[src/rtl/stopwatch_pkg.sv]
// Shared definitions for the stopwatch controller: state encoding, time-field
// widths and a small state-classification helper.
package stopwatch_pkg;

  localparam int MIN_W = 6;
  localparam int SEC_W = 6;
  localparam int CS_W  = 7;

  typedef enum logic [1:0] {
    S_IDLE    = 2'b00,
    S_RUN     = 2'b01,
    S_LAP     = 2'b10,
    S_STOPPED = 2'b11
  } state_t;

  // True in the one state where the display shows the frozen lap capture.
  function automatic logic shows_lap(input state_t s);
    return (s == S_LAP);
  endfunction

endpackage

[src/rtl/btn_edge.sv]
// Button front end: two-flop synchronizer followed by a rising-edge detector
// that emits a single-cycle event per press.
module btn_edge (
  input  logic clk,
  input  logic res,
  input  logic btn,
  output logic ev
);

  logic       sync1_r;
  logic       sync2_r;
  logic       hist_r;
  logic [1:0] valid_r;

  // History starts high and only tracks the synchronizer once the pipeline has
  // refilled after reset, so a button held through reset never looks like a press.
  always_ff @(posedge clk) begin
    if (res) begin
      sync1_r <= 1'b0;
      sync2_r <= 1'b0;
      hist_r  <= 1'b1;
      valid_r <= 2'b00;
    end else begin
      sync1_r <= btn;
      sync2_r <= sync1_r;
      valid_r <= {valid_r[0], 1'b1};
      if (valid_r[1]) begin
        hist_r <= sync2_r;
      end else begin
        hist_r <= hist_r;
      end
    end
  end

  assign ev = valid_r[1] & sync2_r & ~hist_r;

endmodule

[src/rtl/stopwatch_ctrl.sv]
// Stopwatch control FSM: start/stop and lap/reset buttons drive the counter
// enable, clear pulse, lap capture and the displayed time.
module stopwatch_ctrl
  import stopwatch_pkg::*;
#(
  parameter int LAP_W = 4
) (
  input  logic             clk,
  input  logic             res,
  input  logic             btn_ss,
  input  logic             btn_lr,
  input  logic [5:0]       cnt_min,
  input  logic [5:0]       cnt_sec,
  input  logic [6:0]       cnt_cs,
  output logic             run,
  output logic             clr,
  output logic [5:0]       disp_min,
  output logic [5:0]       disp_sec,
  output logic [6:0]       disp_cs,
  output logic [LAP_W-1:0] lap_cnt,
  output logic [1:0]       state
);

  localparam logic [LAP_W-1:0] LAP_MAX = {LAP_W{1'b1}};
  localparam logic [LAP_W-1:0] LAP_ONE = LAP_W'(1);

  logic ev_ss;
  logic ev_lr;

  state_t           state_r;
  logic             run_r;
  logic             clr_r;
  logic [LAP_W-1:0] lap_cnt_r;
  logic [MIN_W-1:0] lap_min_r;
  logic [SEC_W-1:0] lap_sec_r;
  logic [CS_W-1:0]  lap_cs_r;

  btn_edge u_edge_ss (
    .clk (clk),
    .res (res),
    .btn (btn_ss),
    .ev  (ev_ss)
  );

  btn_edge u_edge_lr (
    .clk (clk),
    .res (res),
    .btn (btn_lr),
    .ev  (ev_lr)
  );

  // Control FSM; start/stop is checked first so it wins over a simultaneous lap/reset.
  always_ff @(posedge clk) begin
    if (res) begin
      state_r   <= S_IDLE;
      run_r     <= 1'b0;
      clr_r     <= 1'b0;
      lap_cnt_r <= '0;
      lap_min_r <= '0;
      lap_sec_r <= '0;
      lap_cs_r  <= '0;
    end else begin
      clr_r <= 1'b0;
      case (state_r)
        S_IDLE: begin
          if (ev_ss) begin
            state_r <= S_RUN;
            run_r   <= 1'b1;
          end else if (ev_lr) begin
            clr_r <= 1'b1;
          end else begin
            state_r <= S_IDLE;
          end
        end
        S_RUN: begin
          if (ev_ss) begin
            state_r <= S_STOPPED;
            run_r   <= 1'b0;
          end else if (ev_lr) begin
            state_r   <= S_LAP;
            lap_min_r <= cnt_min;
            lap_sec_r <= cnt_sec;
            lap_cs_r  <= cnt_cs;
            if (lap_cnt_r != LAP_MAX) begin
              lap_cnt_r <= lap_cnt_r + LAP_ONE;
            end else begin
              lap_cnt_r <= lap_cnt_r;
            end
          end else begin
            state_r <= S_RUN;
          end
        end
        S_LAP: begin
          if (ev_ss) begin
            state_r <= S_STOPPED;
            run_r   <= 1'b0;
          end else if (ev_lr) begin
            state_r <= S_RUN;
          end else begin
            state_r <= S_LAP;
          end
        end
        S_STOPPED: begin
          if (ev_ss) begin
            state_r <= S_RUN;
            run_r   <= 1'b1;
          end else if (ev_lr) begin
            state_r   <= S_IDLE;
            clr_r     <= 1'b1;
            lap_cnt_r <= '0;
            lap_min_r <= '0;
            lap_sec_r <= '0;
            lap_cs_r  <= '0;
          end else begin
            state_r <= S_STOPPED;
          end
        end
        default: begin
          state_r <= S_IDLE;
          run_r   <= 1'b0;
        end
      endcase
    end
  end

  // Display mux: frozen lap capture while in LAP, live counter otherwise.
  always_comb begin
    disp_min = cnt_min;
    disp_sec = cnt_sec;
    disp_cs  = cnt_cs;
    if (shows_lap(state_r)) begin
      disp_min = lap_min_r;
      disp_sec = lap_sec_r;
      disp_cs  = lap_cs_r;
    end else begin
      disp_min = cnt_min;
      disp_sec = cnt_sec;
      disp_cs  = cnt_cs;
    end
  end

  assign run     = run_r;
  assign clr     = clr_r;
  assign lap_cnt = lap_cnt_r;
  assign state   = state_r;

endmodule

[config.mk]
export PLATFORM = sky130hd
export DESIGN_NAME = stopwatch_ctrl
export DESIGN_NICKNAME = d
export VERILOG_FILES = /design/src/rtl/stopwatch_pkg.sv /design/src/rtl/btn_edge.sv /design/src/rtl/stopwatch_ctrl.sv
export SDC_FILE = /design/constraint.sdc
export NUM_CORES = 1
export LEC_CHECK = 0
export CORE_ASPECT_RATIO = 2
export CORE_UTILIZATION = 48
export DETAILED_ROUTE_END_ITERATION = 7
export PLACE_DENSITY = 0.85
export SYNTH_ARGS = -nofsm -noshare
export SYNTH_HDL_FRONTEND = slang
export SYNTH_SLANG_ARGS = --single-unit
[constraint.sdc]
create_clock -name clk -period 1.9 [get_ports clk]
set_input_delay 0.285 -clock clk [delete_from_list [all_inputs] [get_ports clk]]
set_output_delay 0.285 -clock clk [all_outputs]
set_load 0.005 [all_outputs]
-- Word-level counts from Yosys, hierarchy flattened
Cells that the tools add are included.
- flip-flop bits (word level): 37
- bitwise logic cells: 7
- multiplexer cells: 37
- eq/ne operators: 12
- add/subtract/negate cells: 1
- reduce and logical (&&, ||, !) cells: 8
- operators by type and width (operator ; number):
    $mux 6 ; 8
    $mux 7 ; 5
    $pmux 6 s2 ; 2
    $mux 4 ; 5
    $mux 2 ; 8
    $pmux 7 s2 ; 1
    $ne 2x2->1 const B ; 5
    $pmux 2 s4 ; 1
    $pmux 4 s2 ; 1
    $reduce_and 6->1 ; 1
    $mux 1 ; 5
    $reduce_and 5->1 ; 1
    $add 4x1->4 const B ; 1
    $and 1x1->1 ; 4
    $eq 2x2->1 const B ; 2
    $ne 2x1->1 const B ; 2
    $ne 4x4->1 const B ; 1
    $reduce_or 2->1 ; 2
    $ne 3x3->1 const B ; 1
    $not 1->1 ; 3
    $reduce_or 3->1 ; 1
    $eq 2x1->1 const B ; 1
    $logic_not 2->1 ; 1
    $pmux 1 s2 ; 1
    2 further kinds ; 2

-- Depth between registers and ports, before layout
- depth in word-level cells: 5
- mapped depth: 8
- depth with buffers taken out: 6

-- Modules after synthesis
Synthesis repeated with hierarchy kept, for this count alone.
- cell total of the unflattened synthesis: 199
- area total of the unflattened synthesis: 1963.1 um2
- by module, submodules not included (module ; area an instance (um2) ; times used ; cells each):
    stopwatch_ctrl ; 1680.4 ; 1 ; 173
    btn_edge ; 141.4 ; 2 ; 13

-- Worst setup path after synthesis
OpenSTA, ideal clock, no wires.
- path kind: flip-flop to output port
- start: register state_r[0], in the netlist state[0]
- end: output disp_min[0]
- cell stages (with the launch flop): 5
- path slack: 240 ps
- data arrival time: 1375 ps
- path buffers: 1
- cell sequence: dfxtp_1 > inv_1 > ha_1 > buf_1 > mux2_2
- word-level cells in the longest chain between the ends: 2
- RTL lines (what ; line ; text):
    start: declaration ; stopwatch_ctrl.sv:30 ; state_t state_r;
    start signal: assignment ; stopwatch_ctrl.sv:55 ; state_r <= S_IDLE;
    start signal: assignment ; stopwatch_ctrl.sv:67 ; state_r <= S_RUN;
    start signal: assignment ; stopwatch_ctrl.sv:72 ; state_r <= S_IDLE;
    $eq 2x2->1 ; stopwatch_pkg.sv:18 ; return (s == S_LAP);
    $mux 6 ; stopwatch_ctrl.sv:131 ; if (shows_lap(state_r)) begin
    end: declaration ; stopwatch_ctrl.sv:17 ; output logic [5:0] disp_min,
No other way between the ends.

-- Worst setup path after layout
- start: register state_r[0], in the netlist state[0]
- end: output disp_cs[4]
- word-level cells in the longest chain between the ends: 2
- RTL lines (what ; line ; text):
    $eq 2x2->1 ; stopwatch_pkg.sv:18 ;
    $mux 7 ; stopwatch_ctrl.sv:131 ;
    end: declaration ; stopwatch_ctrl.sv:19 ; output logic [6:0] disp_cs,
No other way between the ends.

==> results by group <==
Global routing
  – Number of global-route vias before repair: between 1500 and 2000
  – Total global-route track usage: 23.6%
  – Initial antenna violation count: 0
  – GRT overflow: 0
  – First-pass GRT wire length: 7230 µm
  – Largest net degree at the start of global routing: 26

Layout
  – Fill cell count: 299
  – Area Growth Syn to Fin: 39.2%
  – Most common cell after layout, fill and taps aside: dfxtp_1
  – Final Cell Area: around 0.0026 mm²
  – Nets@finish: 284
  – N_diodes: 0
  – Commonest non-fill, non-tap cells in the layout: dfxtp_1, clkdlybuf4s50_1, nand2_1, mux2_2, a21oi_1
  – Final Non-Filler Cells: just over 300
  – Layout cells sized above 1: a little over a third
  – Final core occ: roughly 70%

Route
  – Total Wirelength: between 4000 and 5000 µm
  – Initial DRC count: 23
  – Via count: around 1600
  – DRC: 0
  – Antenna Nets Post-Route: 0
  – DRT Pass-1 Iters: 4
  – Vias per Instance: 5.38
  – Wire per inst: 14.8 µm

Synthesis
  – Synth Cell Area: 0.00185 mm²
  – Top_reg_cell synth: dfxtp_1
  – Seq cells post-synth: 35
  – Post-synth EDFFs: 0
  – Mapped Cells: slightly below 200
  – Synth async-reset ratio: 0%
  – Sequential-to-total area share from yosys stat: between 30% and 40%
  – Synth warnings: 0
  – Synth top area cells: dfxtp_1, mux2_2, nand3_2, nand2_1, a21oi_2
  – Synthesized Nets: around 220
  – Avg Cell Area, Syn: between 9 and 10 µm²
  – Cell accounting for the most synthesized area: dfxtp_1
  – Yosys cell types: 39
  – Area share of the largest cell type after synthesis: between 30% and 40%

Power and ir drop
  – Leak: around 0.9 nW
  – Comb power frac: about 11%
  – Worst vdd ir: roughly 0.00049 V
  – Reg power frac: 52.6%
  – Pwr/cell area: about 560 mW/mm²
  – Clock group share of total power: 36.6%
  – Switching share of power: between 20% and 30%
  – Net switching power: 0.339 mW
  – Int Pwr: 1.10 mW

Placed design
  – Cells after DPL: between 200 and 300
  – GPL Wtd Cong: 0.906
  – Dpl hpwl: ~2900 µm
  – PortBufs: a little under 50
  – Placed Area: 0.00238 mm²

Floorplanning
  – Die Y: 89.8 µm
  – DIE AREA: just over 0.004 mm²
  – Core footprint: about 0.0036 mm²
  – Site Rows: 31
  – Starting density of the core: 50.7%
  – # IOs: 50
  – Die width: about 46 µm

Hold path
  – Hold path depth: 1
  – Worst Hold Path EP: u_edge_ss.valid_r[1]$_SDFF_PP0_
  – Class of the worst hold path: flip-flop to flip-flop
  – Hold Crit Start: u_edge_ss.valid_r[0]$_DFF_P_

Clock network
  – Clock Tree Buf Depth: 2
  – Root Driver: clkbuf_8
  – Clk sinks: 35
  – Worst-Skew Late Latency: roughly 290 ps
  – H-tree Lvls: 2
  – Clock slew at reported path FFs: ~80 ps
  – Cts hold-fix bufs: 0
  – Total CTS buffers: 5
  – CTS tree: built

STA
  – Slew HR: between 70% and 80%
  – Worst-Margin Slew: 396 ps
  – Hold violation total from the final report: 0
  – Tmin final: 1900 ps
  – Final Skew: between 9 and 10 ps
  – Fmax: 0.525 GHz
  – Period utilization: 100%
  – Setup violators final: 2
  – Worst Setup Slack, final: -3.22 ps
  – Slew Limit Fails: 0
  – RSZ-0062 raised after global routing: yes

Worst setup path
  – Critical Path Sink Type: output pin
  – RR Startpoint: state[1]$_SDFFE_PP0P_
  – Worst path arrival time: between 1500 and 2000 ps
  – FF-to-FF setup slack: roughly 110 ps
  – CP Data Required Time: ~1600 ps
  – Crit Path Category: flip-flop to output pin
  – Largest stage delay on the critical path: 340 ps
  – Reg2Reg Depth: 7
  – Critical-path top delay cell: dfxtp_2
  – Critical Path Most Common Cell: buf_6
  – Worst R2R End: lap_sec_r[1]$_SDFFE_PP0P_
  – Crit-path max FO: 4
  – Crit path cell chain: inv_2, ha_4, buf_12, buf_6, buf_6, mux2_4, buf_6
  – Startpoint class of the critical path: flip-flop

Job
  – Max Cap Viol: 0

Outcome
  – Status: finished, violations left
  – Violations in the final reports: negative setup slack
-- logic make-up (layout without fill, tap and decap cells) --
kind of cell	after synthesis	in the layout	synth area share (%)
flops	35	35	37.9
fa+ha+maj	6	6	4.06
buf+inv	19	81	6.56
compound gates	38	38	14.7
simple gates	74	74	23.6
mux	22	22	13.2
-- stage by stage --
step | power, mW | worst slack (ps) | hold slack (ps) | setup TNS (ps)
6_report | 1.44 | -3.22 | 435 | -4.60
4_1_cts | 1.45 | -53.7 | 445 | -250
5_1_grt | 1.49 | -26.9 | 453 | -53.4
3_5_place_dp | 0.942 | -20.5 | 427 | -53.9
3_3_place_gp | 0.939 | 66.7 | 421 | 0
2_1_floorplan | 0.831 | 240 | 413 | 0
-- power by group through the flow --
stage               clock, mW  combinational (mW)  sequential (mW)
CTS                     0.536               0.157            0.757
global placement            0               0.167            0.773
floorplan                   0              0.0606            0.770
detailed placement          0               0.168            0.774
finish                  0.526               0.155            0.757
global route            0.568               0.166            0.758
-- state kept, by name, summed over array words and instances, names as in the netlist --
name / count
u_edge_lr.sync1_r: 1
clr: 1
u_edge_ss.hist_r: 1
u_edge_lr.sync2_r: 1
lap_cs_r: 7
run: 1
u_edge_ss.valid_r: 2
lap_sec_r: 6
lap_min_r: 6
u_edge_ss.sync1_r: 1
lap_cnt: 4
state: 2
u_edge_ss.sync2_r: 1
u_edge_lr.hist_r: 1
-- area by class of cell --
type / instances / area [µm²] / share of cell area [%]
multi-input combinational: 140 / 1050 / 40.7
tap: 49 / 61.3 / 2.38
inverter: 5 / 18.8 / 0.729
clock inverter: 2 / 12.5 / 0.486
clock buffer: 6 / 72.6 / 2.82
timing repair buffer: 68 / 659 / 25.6
sequential: 35 / 703 / 27.3
-- worst max path at each step --
stage / to / slack, ps / cells after the start / startpoint
2_1_floorplan: disp_min[0] / 240 / 4 / state[0]$_SDFFE_PP0P_
3_3_place_gp: disp_cs[6] / 70 / 5 / state[0]$_SDFFE_PP0P_
3_5_place_dp: disp_sec[4] / -20 / 5 / state[0]$_SDFFE_PP0P_
4_1_cts: disp_cs[0] / -50 / 6 / state[0]$_SDFFE_PP0P_
5_1_grt: disp_cs[6] / -30 / 7 / state[0]$_SDFFE_PP0P_
6_report: disp_cs[4] / -3 / 7 / state[0]$_SDFFE_PP0P_
-- synthesized netlist by cell type, types with 2 or more instances --
| library cell | instances |
|---|---|
| a211oi_1 | 2 |
| a21oi_1 | 17 |
| a21oi_2 | 10 |
| buf_1 | 2 |
| clkbuf_1 | 6 |
| dfxtp_1 | 35 |
| ha_1 | 6 |
| inv_1 | 5 |
| mux2_2 | 19 |
| mux2i_1 | 3 |
| nand2_1 | 27 |
| nand2b_1 | 4 |
| nand3_1 | 11 |
| nand3_2 | 11 |
| nand3b_1 | 3 |
| nor2_1 | 3 |
| nor2b_1 | 6 |
| nor4_1 | 3 |
-- layer usage --
metal  vias up  track usage (%)  wire [µm]
li1        802                -          -
met1       774             24.2       1710
met2        50             41.2       2470
met3        14             4.82        167
met4         0             12.3        162
met5         -                0          0
-- repair_timing --
item                                    CTS  global route
pin swaps                                 1             0
gates resized for setup                  57            12
endpoints found under the setup margin   19            11
cloned                                    2             0
setup buffers                             9             0
-- worst max-delay path, delay by kind of cell, from the launching register on --
kind	cells	cell delay, ps
flops	1	340
buf+inv	5	510
fa+ha+maj	1	190
mux	1	290
Note: power is estimated with default switching activity, not from simulation.
